### src/rtl/pll_reset_sequencer_if.sv
// Signal bundle between the PLL lock source and the reset sequencer.
// The master side drives lock/soft-request; the slave side returns reset and status.
interface pll_reset_sequencer_if;
    logic       locked;
    logic       soft_req;
    logic       out_reset;
    logic       ready;
    logic [7:0] loss_count;
    logic [1:0] state;

    modport master (
        output locked,
        output soft_req,
        input  out_reset,
        input  ready,
        input  loss_count,
        input  state
    );

    modport slave (
        input  locked,
        input  soft_req,
        output out_reset,
        output ready,
        output loss_count,
        output state
    );
endinterface

### src/rtl/pll_reset_sequencer.sv
// Turns the asynchronous PLL lock flag into a clean synchronous design reset
// that releases after a stability window plus a hold interval; counts lock losses.
module pll_reset_sequencer #(
    parameter int unsigned STABLE_CYCLES = 1024,
    parameter int unsigned HOLD_CYCLES   = 16
) (
    input  logic                  clock,
    input  logic                  reset_n,
    pll_reset_sequencer_if.slave  bus
);
    typedef enum logic [1:0] {
        WAIT_LOCK = 2'd0,
        STABILIZE = 2'd1,
        HOLD      = 2'd2,
        RUN       = 2'd3
    } state_t;

    localparam logic [15:0] STABLE_LAST = 16'(STABLE_CYCLES - 1);
    localparam logic [15:0] HOLD_LAST   = 16'(HOLD_CYCLES - 1);

    logic        sync1, lock_s;
    state_t      cur, nxt;
    logic [15:0] count, count_nxt;
    logic        out_reset_q, ready_q, out_reset_nxt;
    logic [7:0]  loss_q, loss_nxt;

    // Two-flop synchronizer; lock_s is the only consumer of locked.
    always_ff @(posedge clock or negedge reset_n) begin
        if (!reset_n) begin
            sync1  <= 1'b0;
            lock_s <= 1'b0;
        end else begin
            sync1  <= bus.locked;
            lock_s <= sync1;
        end
    end

    always_ff @(posedge clock or negedge reset_n) begin
        if (!reset_n) begin
            cur         <= WAIT_LOCK;
            count       <= 16'd0;
            out_reset_q <= 1'b1;
            ready_q     <= 1'b0;
            loss_q      <= 8'd0;
        end else begin
            cur         <= nxt;
            count       <= count_nxt;
            out_reset_q <= out_reset_nxt;
            ready_q     <= ~out_reset_nxt;
            loss_q      <= loss_nxt;
        end
    end

    // Lock loss is checked first in every state so it beats soft_req and terminal counts.
    always_comb begin
        nxt = cur;
        case (cur)
            WAIT_LOCK: if (lock_s) nxt = STABILIZE;
            STABILIZE: begin
                if (!lock_s)                  nxt = WAIT_LOCK;
                else if (count == STABLE_LAST) nxt = HOLD;
            end
            HOLD: begin
                if (!lock_s)                nxt = WAIT_LOCK;
                else if (count == HOLD_LAST) nxt = RUN;
            end
            RUN: begin
                if (!lock_s)          nxt = WAIT_LOCK;
                else if (bus.soft_req) nxt = HOLD;
            end
            default: nxt = WAIT_LOCK;
        endcase
    end

    // Outputs are computed from the next state so the registered values line up
    // with the state register rather than trailing it by a cycle.
    always_comb begin
        count_nxt = 16'd0;
        if (nxt == cur && (cur == STABILIZE || cur == HOLD))
            count_nxt = 16'(count + 16'd1);

        out_reset_nxt = (nxt != RUN);

        loss_nxt = loss_q;
        if (cur == RUN && !lock_s && loss_q != 8'hFF)
            loss_nxt = 8'(loss_q + 8'd1);
    end

    assign bus.state      = cur;
    assign bus.out_reset  = out_reset_q;
    assign bus.ready      = ready_q;
    assign bus.loss_count = loss_q;
endmodule

### src/flat_wrapper.sv
// flat-port wrapper written by rule: the top's interface ports become plain ports
module pll_reset_sequencer_flat 
#(
    parameter int unsigned STABLE_CYCLES = 1024,
    parameter int unsigned HOLD_CYCLES   = 16
)
  (clock, reset_n, bus_locked, bus_soft_req, bus_out_reset, bus_ready, bus_loss_count, bus_state);
  pll_reset_sequencer_if bus_i ();
  input  logic clock;
  input  logic reset_n;
  input wire logic [$bits(bus_i.locked)-1:0] bus_locked;
  input wire logic [$bits(bus_i.soft_req)-1:0] bus_soft_req;
  output wire logic [$bits(bus_i.out_reset)-1:0] bus_out_reset;
  output wire logic [$bits(bus_i.ready)-1:0] bus_ready;
  output wire logic [$bits(bus_i.loss_count)-1:0] bus_loss_count;
  output wire logic [$bits(bus_i.state)-1:0] bus_state;
  assign bus_i.locked = bus_locked;
  assign bus_i.soft_req = bus_soft_req;
  assign bus_out_reset = bus_i.out_reset;
  assign bus_ready = bus_i.ready;
  assign bus_loss_count = bus_i.loss_count;
  assign bus_state = bus_i.state;
  pll_reset_sequencer #(.STABLE_CYCLES(STABLE_CYCLES), .HOLD_CYCLES(HOLD_CYCLES)) u_core (.clock(clock), .reset_n(reset_n), .bus(bus_i));
endmodule
### config.mk
export PLATFORM = sky130hd
export DESIGN_NAME = pll_reset_sequencer_flat
export DESIGN_NICKNAME = d
export VERILOG_FILES = /design/src/rtl/pll_reset_sequencer_if.sv /design/src/rtl/pll_reset_sequencer.sv /design/src/flat_wrapper.sv
export SDC_FILE = /design/constraint.sdc
export NUM_CORES = 1
export LEC_CHECK = 0
export CAP_MARGIN = 20
export CORE_AREA = 2 2 101 74
export CTS_BUF_LIST = sky130_fd_sc_hd__clkbuf_2 sky130_fd_sc_hd__clkbuf_4 sky130_fd_sc_hd__clkbuf_8
export DETAILED_ROUTE_END_ITERATION = 7
export DIE_AREA = 0 0 103 76
export PLACE_DENSITY = 0.37
export SYNTH_ARGS = -nofsm -noshare
export SYNTH_HDL_FRONTEND = slang
export SYNTH_SLANG_ARGS = --single-unit
export TNS_END_PERCENT = 50
### constraint.sdc
create_clock -name clock -period 2.6 [get_ports clock]
set_clock_uncertainty 0.15 [all_clocks]
set_input_delay 0.52 -clock clock [delete_from_list [all_inputs] [get_ports clock]]
set_output_delay 0.52 -clock clock [all_outputs]
set_load 0.005 [all_outputs]
==> impl_metrics.toml <==
[clock_network]
clock_latency_ns = 0.28
postCtsSetupRepairBufs = 0
clkSlewWorstSetupHoldPaths_ns = 0.08
cts_made_buffers = 5
clockBufferDepth = 2
cts_root_buf = "clkbuf_8"
cts.sinks = 30
cts_tree = "done"
cts_hold_buf = 0
ctsHtreeMaxLevel = 2

[place]
dpl_worst_slack_ns = 0.185
port_buffers = 15
dp.final_hpwl_um = 2570
gp_congestion = 0.741
place_area_um2 = 1950

[floorplan]
initial_core_util = 0.237
num_rows = 26
die_x_um = 103
ios = 16
coreArea_um2 = 6960
die_h_um = 76
die_area_um2 = 7830

[timing]
finalCriticalPeriod_ns = 2.37
setup_tns_ns = 0
tightest_slew_ns = 0.400
setup_viol = 0
fin_ws_ns = 0.233
maxSlewHeadroom = 0.732
maxSlewViolCount = 0
clock.fmax_mhz = 422
hold_violations = 0
period_share = 0.911
rsz0062_at_grt = "false"

[finish]
layout.nets = 182
design_area_um2 = 2060
postLayoutCoreUtil = 0.297
syn_to_final_growth_pct = 25.0
antenna_cells = 0
drive_above_1_share = 0.214

[synthesis]
syn-num-nets = 157
yosys.area.top_type_share = 0.439
ys_ff_latch = 30
synth_area_per_cell_um2 = 11.2
synth_area_leader_cell = "dfrtp_1"
synth-seq-area-share = 0.455
async_flop_share = 1.00
synthTopCellsByArea = "dfrtp_1 (44%), nor3_2 (7.3%), xor2_1 (5.8%), xnor2_1 (5.3%), ha_1 (4.5%)"
synth_area_um2 = 1650
ys.flop_type = "dfrtp_1"
yosys_warnings = 0
synth-edff-count = 0
netlist_instances = 147
synth_cell_types = 40

[global_routing]
grt-ovfl-total = 0
grt_antenna_before_repair = 0
grt_max_degree = 31
grt_pass1_wl_um = 6270
grt_use_total = 0.103
grt_pass1_vias = 1206

[routing]
dr.pass1.iters = 4
drc = 0
drt_iter0_drc = 29
ant_nets = 0
wl_per_cell_um = 13.2
drt-vias-per-instance = 4.35
routed_wl_um = 3580
vias = 1179

[setup_path]
startpoint_type = "register"
cp.required_ns = 2.60
setup.worst_path.class = "register to register"
crit_path_end_kind = "register"
worst-path-max-fanout = 14
regToRegSetupSlack_ns = 0.23
slowest_delay_ns = 0.46
arrival_ns = 2.37
critical_path.cell_chain = "inv_1, ha_1, or4b_1, nor3_2, nand2_1, a211oi_4, buf_6, nor3_1"
worst_path_max_delay_cell = "or4b_1"

[min_path]
hp-class = "register to register"

[job]
maxCapViolations = 0

[run_status]
status = "finished, final reports clean"

[pwr]
peakVddDrop_v = 0.000190
p_leak_nw = 0.839
cellPowerDensity_nw_per_um2 = 627
## Yosys cell counts (2+ instances only)
library cell and instances:
xor2_1 11, nor3_1 4, nand3_1 9, inv_1 4
nand2_1 10, and4_1 2, a21o_1 2, a21oi_1 2
nor2_1 10, ha_1 6, xnor2_1 10, and3_1 2
nor3_2 12, and4b_1 2, nand4_1 8, dfrtp_1 29
## logic make-up after synthesis
group,Yosys count,share of synthesized area
xor gates and xnor gates,21,0.111
adders and majority gates,6,0.0455
buffers and inverters,7,0.0227
muxes,1,0.00682
AOI/OAI and AO/OA,14,0.0856
and+or+nand+nor,68,0.273
DFF,30,0.455
## layer usage
layer,up-vias,part of all wire,GRT usage
met3,4,0.031,0.0284
met5,-,0,0
met4,0,0.012,0.0316
li1,580,-,-
met2,16,0.44,0.149
met1,579,0.52,0.149
## path summary, 6_finish.rpt
check,from,cells past startpoint,to
setup reg to reg,u_core.bus.state[0]$_DFF_PN0_,8,u_core.count[2]$_DFF_PN0_
hold / removal,u_core.sync1$_DFF_PN0_,0,u_core.lock_s$_DFF_PN0_
min in group asynchronous,reset_n,2,u_core.bus.state[0]$_DFF_PN0_
setup / recovery,u_core.bus.state[0]$_DFF_PN0_,8,u_core.count[2]$_DFF_PN0_
max in group asynchronous,reset_n,2,u_core.bus.out_reset$_DFF_PN1_
hold reg to reg,u_core.sync1$_DFF_PN0_,0,u_core.lock_s$_DFF_PN0_
## repair_timing
| action | in CTS | in global routing |
|---|---|---|
| setup endpoints to repair | 0 | 12 |
| resized for setup | 0 | 1 |
| endpoints found under the hold margin | 0 | 0 |
## layout make-up
type | instances | area, um^2
timing repair buffer | 21 | 199
multi-input combinational | 110 | 862
clock buffer | 5 | 68.8
clock inverter | 3 | 45.0
fill | 737 | 4900
tap | 98 | 123
sequential | 30 | 752
inverter | 4 | 15.0
## metrics by stage
stage | hold slack [ns] | instances | total power [mW]
global route | 0.232 | 271 | 1.38
global placement | 0.185 | 263 | 0.826
floorplan | 0.0744 | 147 | 0.718
CTS | 0.216 | 271 | 1.32
finish | 0.213 | 271 | 1.29
detailed placement | 0.198 | 263 | 0.827
## sequential cells by signal (all words and copies together), names as in the netlist
name	count
u_core.lock_s	1
u_core.count	16
u_core.sync1	1
u_core.bus.out_reset	1
u_core.bus.state	2
u_core.bus.ready	1
u_core.bus.loss_count	8
## critical path: cells and delay by family, from the launching register on
kind | cells | cell delay (ns)
and+or+nand+nor | 4 | 0.91
AOI/OAI and AO/OA | 1 | 0.27
DFF | 1 | 0.38
buffers and inverters | 2 | 0.31
adders and majority gates | 1 | 0.21
## report_power, final
part / internal [mW] / leakage [nW] / switching, mW
Sequential: 0.487 / 0.403 / 0.0151
Combinational: 0.123 / 0.386 / 0.189
Clock: 0.285 / 0.0504 / 0.195
## layout by cell type, fill, tap and decap left out, types with 2 or more instances in the layout
master	n
nand4_1	8
nor3_2	12
nor3_1	4
and4b_1	2
nand2_1	10
ha_1	6
and4_1	2
nor2_1	10
xor2_1	11
xnor2_1	10
clkdlybuf4s50_1	15
clkbuf_8	5
a21o_1	2
clkinvlp_4	2
inv_1	4
buf_4	5
dfrtp_1	29
a21oi_1	2
nand3_1	9
and3_1	2
Power figures use the tool's default switching activity.
